### src/rtl/fmr_scrub_ctrl.sv
// fmr_scrub_ctrl: sticky redundant-pair mismatch flags with a
// round-robin report/clear scan engine and saturating error count.
module fmr_scrub_ctrl #(
  parameter int N      = 8,
  parameter int CNT_W  = 8,
  parameter int THRESH = 4,
  localparam int PW    = (N > 1) ? $clog2(N) : 1
) (
  input  logic             clk,
  input  logic             rst_n,
  input  logic [N-1:0]     x,
  input  logic [N-1:0]     z,
  input  logic             en,
  input  logic             rpt_ready,
  input  logic             cnt_clr,
  output logic [N-1:0]     flags,
  output logic             rpt_valid,
  output logic [PW-1:0]    rpt_idx,
  output logic [CNT_W-1:0] err_cnt,
  output logic             fault
);

  typedef enum logic [1:0] {
    SCAN,
    REPORT,
    CLEAR
  } state_t;

  localparam logic [CNT_W-1:0] CMAX  = {CNT_W{1'b1}};
  localparam logic [CNT_W-1:0] TH    = CNT_W'(THRESH);
  localparam logic [PW-1:0]    PLAST = PW'(N - 1);

  state_t           state;
  state_t           state_n;
  logic [PW-1:0]    ptr;
  logic [PW-1:0]    ptr_n;
  logic [PW-1:0]    ptr_inc;
  logic [PW-1:0]    idx_n;
  logic             valid_n;
  logic [N-1:0]     clr_vec;
  logic [N-1:0]     flags_n;
  logic [CNT_W-1:0] cnt_n;
  logic             fault_n;

  assign ptr_inc = (ptr == PLAST) ? '0 : ptr + PW'(1);

  // Scan FSM next state, pointer, report outputs and clear strobe.
  always_comb begin
    state_n = state;
    ptr_n   = ptr;
    valid_n = rpt_valid;
    idx_n   = rpt_idx;
    clr_vec = '0;
    unique case (state)
      SCAN: begin
        if (en) begin
          if (flags[ptr]) begin
            state_n = REPORT;
            valid_n = 1'b1;
            idx_n   = ptr;
          end else begin
            ptr_n = ptr_inc;
          end
        end
      end
      REPORT: begin
        if (rpt_ready) begin
          state_n = CLEAR;
          valid_n = 1'b0;
        end
      end
      CLEAR: begin
        clr_vec[ptr] = 1'b1;
        ptr_n        = ptr_inc;
        state_n      = SCAN;
      end
      default: state_n = SCAN;
    endcase
  end

  // Flag update (set beats clear), counter and sticky fault.
  always_comb begin
    flags_n = (flags & ~clr_vec) | (x ^ z);
    cnt_n   = err_cnt;
    fault_n = fault | (err_cnt >= TH);
    if (cnt_clr) begin
      cnt_n   = '0;
      fault_n = 1'b0;
    end else if (state == CLEAR && err_cnt != CMAX) begin
      cnt_n = err_cnt + CNT_W'(1);
    end
  end

  // State and output registers.
  always_ff @(posedge clk or negedge rst_n) begin
    if (!rst_n) begin
      state     <= SCAN;
      ptr       <= '0;
      flags     <= '0;
      rpt_valid <= 1'b0;
      rpt_idx   <= '0;
      err_cnt   <= '0;
      fault     <= 1'b0;
    end else begin
      state     <= state_n;
      ptr       <= ptr_n;
      flags     <= flags_n;
      rpt_valid <= valid_n;
      rpt_idx   <= idx_n;
      err_cnt   <= cnt_n;
      fault     <= fault_n;
    end
  end

endmodule

### config.mk
export PLATFORM = sky130hd
export DESIGN_NAME = fmr_scrub_ctrl
export DESIGN_NICKNAME = d
export VERILOG_FILES = /design/src/rtl/fmr_scrub_ctrl.sv
export SDC_FILE = /design/constraint.sdc
export NUM_CORES = 1
export LEC_CHECK = 0
export BUFFER_PORTS_ARGS = -buffer_cell sky130_fd_sc_hd__buf_2
export CORE_AREA = 2 2 51 64
export DETAILED_ROUTE_END_ITERATION = 8
export DIE_AREA = 0 0 53 66
export PLACE_DENSITY = 0.75
export REMOVE_ABC_BUFFERS = 1
export SLEW_MARGIN = 20
export SYNTH_ARGS = -nofsm -noshare
export SYNTH_HDL_FRONTEND = slang
export SYNTH_SLANG_ARGS = --single-unit
### constraint.sdc
create_clock -name clk -period 2.4 [get_ports clk]
set_input_delay 0.12 -clock clk [delete_from_list [all_inputs] [get_ports clk]]
set_output_delay 0.12 -clock clk [all_outputs]
set_load 0.01 [all_outputs]
=== Yosys cells after proc, flatten, opt, wreduce, memory -nomap -nowiden ===
Index checks and enable logic that the tools add are counted.

* $add $sub $neg: 2
* Order comparisons: 3
* Equal/unequal tests: 8
* Muxes and demuxes: 20
* Bitwise logic cells: 5
* Reduce and logical (&&, ||, !) cells: 10

{| class="wikitable"
|+ Operators by type and width
! operator !! count
|-
| $mux W8 || 3
|-
| $mux W3 || 3
|-
| $reduce_and A3 Y1 || 3
|-
| $add A8 B1 Y8 const B || 1
|-
| $and A8 B8 Y8 || 1
|-
| $ge A8 B3 Y1 const B || 1
|-
| $ne A2 B2 Y1 const B || 4
|-
| $ne A8 B8 Y1 const B || 1
|-
| $not A8 Y8 || 1
|-
| $or A8 B8 Y8 || 1
|-
| $xor A8 B8 Y8 || 1
|-
| $mux W1 || 6
|-
| $mux W2 || 3
|-
| $pmux W3 S2 || 1
|-
| $reduce_bool A2 Y1 || 3
|-
| $lt A3 B4 Y1 const B || 1
|-
| $pmux W2 S2 || 1
|-
| $reduce_and A4 Y1 || 1
|-
| $add A3 B1 Y3 const B || 1
|-
| $bmux W1 S3 || 1
|-
| $demux W1 S3 || 1
|-
| $eq A3 B3 Y1 const B || 1
|-
| $ge A3 B1 Y1 const B || 1
|-
| $eq A2 B1 Y1 const B || 1
|-
| 5 further kinds || 6
|}

* Register bits: 26
* Input port bits: 21

=== Logic depth before layout (Yosys ltp) ===
Gate-level depths: netlist of run 1.

* Depth after elaboration: 8
* Mapped depth: 6

=== Worst setup path after synthesis of run 1 ===
Ideal clock, no wire load.

* Path kind: reg-to-reg
* From: register ptr[2]
* To: register rpt_idx[0]
* Setup time: 125 ps
* Arrival: 1982 ps
* Required time: 2275 ps
* Setup slack: 293 ps
* Cell stages (with the launch flop): 6
* Buffers on the path: 2
* Clock period less this slack: 2107 ps
* Path through: dfrtp_1 -> clkbuf_1 -> mux4_2 -> or3b_1 -> buf_6 -> mux2_4

* Longest elaborated chain between the ends: 3

{| class="wikitable"
|+ RTL lines
! element !! RTL line !! text
|-
| start: declaration || 35 || <nowiki>logic [PW-1:0] ptr;</nowiki>
|-
| start signal: assignment || 106 || <nowiki>ptr <= ptr_n;</nowiki>
|-
| $bmux W1 S3 || 57 || <nowiki>if (flags[ptr]) begin</nowiki>
|-
| $mux W1 (implied by the code) || 57 ||
|-
| $reduce_and A3 Y1 (no line) || -- ||
|-
| end signal: assignment || 109 || <nowiki>rpt_idx <= idx_n;</nowiki>
|-
| end: declaration || 18 || <nowiki>output logic [PW-1:0] rpt_idx,</nowiki>
|}

No other way between the ends. The select of a mux whose other input is x is not followed.
A chain may end at the register's enable or synchronous reset.

=== Worst setup path in the final report of run 1 ===
* From: register ptr[0]
* To: register rpt_idx[2]

Same word-level chain as after synthesis.

==> reports/results.ini, run 1 <==
[status]
outcome = completed

[route]
drtPass1Iterations = 4
drt-total-wl_um = 3020
wl_per_cell_um = 14.3
viasPerCell = 5.44
drcViolationCount = 0
vias = 1148
drtIter0Drc = 30
ant_nets = 0

[yosys]
synth_edf_count = 0
syn_area_um2 = 1390
ys_ff_latch = 26
synth_cells = 132
synth_cell_types = 32
synth_warnings = 0
yosysSeqAreaShare_pct = 46.8
synth-async-reset-ratio_pct = 100
synthFlopType = dfrtp_1
syn_avg_cell_area_um2 = 10.5

[floorplanning]
die_area_um2 = 3500
boundaryPins = 42
core_area_um2 = 2890
start_util_pct = 48.1
rows = 22
die_w_um = 53
fp.dieH_um = 66

[global_route]
grt_overflow_total = 0
grt_max_degree = 27
antenna_found_initial = 0
grt_pass1_vias = 1097
grt_usage_pct = 19.3
grt_pass1_wl_um = 4990

[setup_path]
slowest_stage = dfrtp_1
cp_cell_sequence = mux2i_1 > mux4_2 > or3b_1 > mux2_4
arrival_ns = 2.46
path_buf_inv = 0
endpoint_kind = flop
cp_data_required_time_ns = 2.63
start_kind = flop
r2r_cells = 4
critical_path_class = reg2reg
worstSetupPathDepth = 4
critPathMaxFanout = 11
max_stage_delay_ns = 0.61
critPathTopFamily = multiplexers

[placed_design]
dp_hpwl_um = 2280
port_buffers = 41
globalplace.congestion = 0.772
placed_area_um2 = 1620
dp_slack_ns = 0.201

[pwr]
ir_drop_v = 0.000350
cellLeakagePower_nw = 0.781
power_density_nw_per_um2 = 757

[job]
cap_violations = 0

[final_layout]
nNetsFinal = 201
diodes = 0
drive_gt1_share_pct = 28.6
fin_area_um2 = 1690
synthToLayoutAreaGrowth_pct = 21.3

[timing]
finalHoldViolCount = 0
slew_headroom_pct = 60.6
fin_crit_ns = 2.23
setup_viol = 0
worst_pin_slew_ns = 0.590
drv_slew = 0
final.period_utilization_pct = 92.8
fin_worst_skew_ns = 0.0123
rsz0062_at_grt = no
clock.fmax_mhz = 449
finalWorstSetupSlack_ns = 0.172
tns_ns = 0

[clock_network]
post_cts_buffers = 0
clkTransAtPathRegs_ns = 0.15
clock_latency_ns = 0.32
clock_path_buffers = 2
cts_max_level = 1
cts_tree = yes
cts_buffers = 3
clock_sinks = 26
root_buffer = clkbuf_4

[worst_hold_path]
hold_depth = 3
hold_class = in2reg

-- report_power, final --
group,total [mW],switching [mW],internal (mW)
clock,0.301,0.132,0.169
sequential,0.593,0.0890,0.504
combinational,0.384,0.189,0.194
total,1.28,0.411,0.867
-- repair_timing --
| action | CTS | global route |
|---|---|---|
| hold buffers | 2 | 0 |
| gates resized for setup | 0 | 0 |
| hold endpoints to repair | 28 | 0 |
-- synthesized netlist by cell type, drive strengths merged, types with 2 or more instances --
| cell type | number | area share, % |
|---|---|---|
| a221oi | 3 | 1.9 |
| and4b | 2 | 1.4 |
| buf | 3 | 1.9 |
| clkbuf | 2 | 0.54 |
| dfrtp | 26 | 47 |
| ha | 4 | 3.6 |
| inv | 5 | 1.3 |
| mux2 | 3 | 3.2 |
| mux2i | 5 | 3.6 |
| nand2 | 10 | 2.7 |
| nand2b | 6 | 2.7 |
| nand3 | 4 | 1.4 |
| nor2 | 13 | 3.5 |
| nor2b | 2 | 0.90 |
| o211ai | 6 | 3.2 |
| o21ai | 9 | 3.2 |
| o31ai | 2 | 1.1 |
| xnor2 | 10 | 6.3 |
| xor2 | 5 | 3.1 |
-- per-stage QoR --
stage | total power [mW] | cells | hold slack [ns] | util [%]
after floorplan | 0.834 | 127 | -0.176 | -
after global placement | 0.961 | 205 | 0.139 | 55.9
after detailed placement | 0.982 | 205 | 0.154 | 55.9
after CTS | 1.29 | 211 | 0.00180 | 58.4
after global routing | 1.36 | 211 | 0.00964 | 58.4
final | 1.28 | 211 | 0.00717 | 58.4
-- final cells by class --
cell class                      instances  area (µm²)
Clock inverter                          1        30.0
Multi-Input combinational cell         96         688
Inverter                                5        18.8
Timing Repair Buffer                   44         233
Fill cell                             269        1200
Clock buffer                            3        22.5
Sequential cell                        26         651
Tap cell                               36        45.0
-- layout by cell type (no fill, tap or decap), types with 2 or more instances in the layout --
cell type	instances
dfrtp_1	26
o31ai_1	2
a221oi_1	3
buf_2	41
xnor2_1	10
nand2b_1	6
xor2_1	5
mux2i_1	5
dlygate4sd3_1	2
nor2b_1	2
nor2_1	13
and4b_1	2
ha_1	4
nand2_1	10
o21ai_0	9
inv_1	5
mux2_4	3
o211ai_1	6
clkbuf_4	3
nand3_1	4
-- flip-flops by register name, indices dropped and copies added, names as in the netlist --
name / cells
fault: 1
rpt_idx: 3
state: 2
flags: 8
ptr: 3
rpt_valid: 1
err_cnt: 8
-- worst paths after layout --
path | from | to | slack (ns)
worst max-delay path | ptr[0] | rpt_idx[2] | 0.17
min in group asynchronous | rst_n | state[1] | 0.30
worst max register to register | ptr[0] | rpt_idx[2] | 0.17
worst min-delay path | x[3] | flags[3] | 0.007
max in group asynchronous | rst_n | err_cnt[3] | 1.70
worst min register to register | rpt_idx[1] | rpt_idx[1] | 0.54
-- worst register-to-register path: cells and delay by family (launching register included) --
family	cells	cell delay, ns
flops	1	0.61
mux	3	1.03
simple gates	1	0.49
-- cells by family (layout without fill, tap and decap cells) --
| logic type | Yosys count | count (layout) | synth area share [%] |
|---|---|---|---|
| AND/OR/NAND/NOR | 45 | 45 | 16.8 |
| flip-flops | 26 | 26 | 46.8 |
| AO/OA/AOI/OAI | 23 | 23 | 11.2 |
| XOR/XNOR | 15 | 15 | 9.44 |
| buffers and inverters | 10 | 53 | 3.78 |
| multiplexers | 9 | 9 | 8.45 |
| adder cells (fa/ha/maj) | 4 | 4 | 3.60 |
-- routing by layer --
layer | vias to the layer above | part of all wire (%) | GRT usage (%)
li1 | 545 | - | -
met1 | 556 | 40 | 22.5
met2 | 43 | 54 | 37.0
met3 | 4 | 5.3 | 2.49
met4 | 0 | 0.33 | 2.88
met5 | - | 0 | 0
Note: power is estimated with default switching activity, not from simulation.
==> run 2, diff against run 1 <==
--- a/config.mk
+++ b/config.mk
@@ -6,10 +6,10 @@
 export NUM_CORES = 1
 export LEC_CHECK = 0
 export BUFFER_PORTS_ARGS = -buffer_cell sky130_fd_sc_hd__buf_2
-export CORE_AREA = 2 2 51 64
+export CORE_AREA = 3 3 54 69
 export DETAILED_ROUTE_END_ITERATION = 8
-export DIE_AREA = 0 0 53 66
-export PLACE_DENSITY = 0.75
+export DIE_AREA = 0 0 57 72
+export PLACE_DENSITY = 0.72
 export REMOVE_ABC_BUFFERS = 1
 export SLEW_MARGIN = 20
 export SYNTH_ARGS = -nofsm -noshare
==> constraint.sdc (replaced) <==
create_clock -name clk -period 1.91 [get_ports clk]
set_input_delay 0.0955 -clock clk [delete_from_list [all_inputs] [get_ports clk]]
set_output_delay 0.0955 -clock clk [all_outputs]
set_load 0.01 [all_outputs]
==> run 2 against run 1 <==
The run now ends with negative setup slack left. First-iteration DRC count rose by 63%. Non-clock buffer count grew 7. Sequential share of layout area shrank 1.5 points. Sequential power grew 23%. Critical path depth stayed put. Clock skew down 0.0058 ns. Power is 37% higher. Count of clock-buffer cells in the layout is the same. Worst setup slack got worse by 0.19 ns. Register-to-register slack got worse by 0.19 ns. Wire length increased by 6.2%. Via count rose by 2.7%. Highest routed layer unchanged.
==> reports/results.ini, run 2 (synthesis results as in run 1) <==
[pwr]
ir_drop_v = 0.000527  ; was 0.000350 V
switchingPower_mw = 0.535  ; was 0.411 mW
p_seq_share_pct = 41.5  ; was 46.4%
cellLeakagePower_nw = 0.824  ; was 0.781 nW
finalPower_mw = 1.75  ; was 1.28 mW
combinationalPowerShare_pct = 32.8  ; was 30.0%
p_sw_share_pct = 30.6  ; was 32.2%
p_clk_share_pct = 25.6  ; was 23.6%
power_density_nw_per_um2 = 993  ; was 757 nW/µm²
p_int_mw = 1.21  ; was 0.867 mW

[setup_path]
timing.rr.end = rpt_idx[2]  ; unchanged
start_kind = flop  ; unchanged
critical_path_class = reg2reg  ; unchanged
r2r_start = ptr[0]  ; unchanged
critPathMaxFanout = 5  ; was 11
endpoint_kind = flop  ; unchanged
cp_data_required_time_ns = 2.07  ; was 2.63 ns
ff2ff_setup_slack_ns = -0.02  ; was 0.17 ns
path_buf_inv = 0  ; unchanged
cp_cell_sequence = mux2i_1 > mux4_2 > or3b_4 > mux2_4  ; was mux2i_1 > mux4_2 > or3b_1 > mux2_4
max_stage_delay_ns = 0.49  ; was 0.61 ns
r2r_cells = 4  ; unchanged
slowest_stage = mux4_2  ; was dfrtp_1
critPathTopFamily = multiplexers  ; unchanged
cp-startpoint = ptr[0]  ; unchanged
arrival_ns = 2.09  ; was 2.46 ns

[status]
failed_checks = negative setup slack
outcome = finished with violations  ; was completed

[clock_network]
clock_sinks = 26  ; unchanged
cts_tree = yes  ; unchanged
clock_latency_ns = 0.27  ; was 0.32 ns
cts_max_level = 1  ; unchanged
clock_path_buffers = 2  ; unchanged
clkTransAtPathRegs_ns = 0.09  ; was 0.15 ns
root_buffer = clkbuf_8  ; was clkbuf_4
cts_buffers = 3  ; unchanged

[final_layout]
synthToLayoutAreaGrowth_pct = 26.6  ; was 21.3%
largest_registers = err_cnt x8, flags x8  ; unchanged
fillers = 305  ; was 269
drive_gt1_share_pct = 33.0  ; was 28.6%
final_cell_mix = buf_2 (41), dfrtp_1 (25), nor2_1 (13)  ; was buf_2 (41), dfrtp_1 (26), nor2_1 (13)
nNetsFinal = 208  ; was 201
fin_cells = 219  ; was 211
diodes = 0  ; unchanged
mostFrequentLayoutCell = buf_2  ; unchanged

[timing]
fin_crit_ns = 1.93  ; was 2.23 ns
final.period_utilization_pct = 101  ; was 92.8%
clock.fmax_mhz = 519  ; was 449 MHz
rsz0062_at_grt = yes  ; was no
finalHoldViolCount = 0  ; unchanged
fin_worst_skew_ns = 0.00643  ; was 0.0123 ns
setup_viol = 3  ; was 0
finalWorstSetupSlack_ns = -0.0176  ; was 0.172 ns
worst_pin_slew_ns = 0.564  ; was 0.590 ns
slew_headroom_pct = 62.4  ; was 60.6%
drv_slew = 0  ; unchanged

[global_route]
antenna_found_initial = 0  ; unchanged
grt_pass1_wl_um = 5510  ; was 4990 µm
grt_overflow_total = 0  ; unchanged
grt_usage_pct = 17.0  ; was 19.3%
grt_pass1_vias = 1278  ; was 1097
grt_max_degree = 27  ; unchanged

[worst_hold_path]
hold_class = in2reg  ; unchanged
min_from = rpt_ready  ; was x[3]
hold_depth = 2  ; was 3
whs_endpoint = state[0]  ; was flags[3]

[floorplanning]
die_w_um = 57  ; was 53 µm
start_util_pct = 44.0  ; was 48.1%
die_area_um2 = 4100  ; was 3500 µm²
boundaryPins = 42  ; unchanged
fp.dieH_um = 72  ; was 66 µm
core_area_um2 = 3170  ; was 2890 µm²
rows = 23  ; was 22

[route]
drcViolationCount = 0  ; unchanged
viasPerCell = 5.38  ; was 5.44
drtPass1Iterations = 4  ; unchanged
drt-total-wl_um = 3200  ; was 3020 µm
ant_nets = 0  ; unchanged
drtIter0Drc = 49  ; was 30
vias = 1179  ; was 1148
wl_per_cell_um = 14.6  ; was 14.3 µm

[placed_design]
port_buffers = 41  ; unchanged
globalplace.congestion = 0.784  ; was 0.772
place_inst = 211  ; was 205
dp_hpwl_um = 2460  ; was 2280 µm

[job]
cap_violations = 0  ; unchanged

-- run 2: cell types whose count changed in the layout (fill, tap and decap cells not counted), sizes merged --
cell	before	now
buf	42	50
dlygate4sd3	2	1
-- run 2: layout make-up --
class,instances,area [µm²],area share (%)
Multi-Input combinational cell,96,691,39.2
Inverter,5,18.8,1.07
Timing Repair Buffer,51,283,16.1
Tap cell,37,46.3,2.63
Clock buffer,3,41.3,2.34
Clock inverter,1,30.0,1.70
Sequential cell,26,652,37.0
-- run 2: worst max-delay path by stage --
stage / to / slack (ns) / cells past startpoint
after global placement: rpt_idx[1] / -0.05 / 4
after floorplan: rpt_idx[1] / -0.15 / 4
after detailed placement: rpt_idx[2] / -0.12 / 4
final: rpt_idx[2] / -0.02 / 4
after global routing: rpt_idx[1] / -0.08 / 4
after CTS: rpt_idx[2] / -0.02 / 4
-- run 2: stage by stage --
| stage | setup TNS [ns] | setup slack, ns | hold slack [ns] | cell area [µm²] | utilization (%) |
|---|---|---|---|---|---|
| finish | -0.0477 | -0.0176 | 0.0279 | 1760 | 55.7 |
| global route | -0.226 | -0.0778 | 0.0371 | 1760 | 55.7 |
| floorplan | -0.439 | -0.146 | -0.200 | 1360 | - |
| CTS | -0.0400 | -0.0159 | 0.0322 | 1750 | 55.4 |
| global placement | -0.165 | -0.0549 | 0.112 | 1650 | 52.3 |
| detailed placement | -0.372 | -0.125 | 0.130 | 1650 | 52.3 |
-- run 2: power by group through the flow --
stage / logic (mW) / clock network, mW / registers (mW)
2_1_floorplan: 0.295 / 0 / 0.754
3_3_place_gp: 0.516 / 0 / 0.731
3_5_place_dp: 0.544 / 0 / 0.737
4_1_cts: 0.570 / 0.461 / 0.726
5_1_grt: 0.636 / 0.483 / 0.741
6_report: 0.574 / 0.449 / 0.727
-- run 2: timing repair --
action	in CTS	in global routing
endpoints found under the hold margin	26	0
setup endpoints to repair	4	3
gates resized for setup	2	0
setup buffers	2	1
hold buffers	1	0
-- run 2: per-layer routing --
| metal | track usage (%) | vias to the layer above | part of all wire, % |
|---|---|---|---|
| li1 | - | 560 | - |
| met1 | 17.8 | 552 | 38 |
| met2 | 32.5 | 56 | 53 |
| met3 | 2.85 | 11 | 6.5 |
| met4 | 7.73 | 0 | 3.2 |
| met5 | 0 | - | 0 |
-- run 2: worst reg2reg max path, delay by kind of cell, from the launching register on --
family	cells	cell delay, ns
AND/OR/NAND/NOR	1	0.43
multiplexers	3	0.94
flip-flops	1	0.46
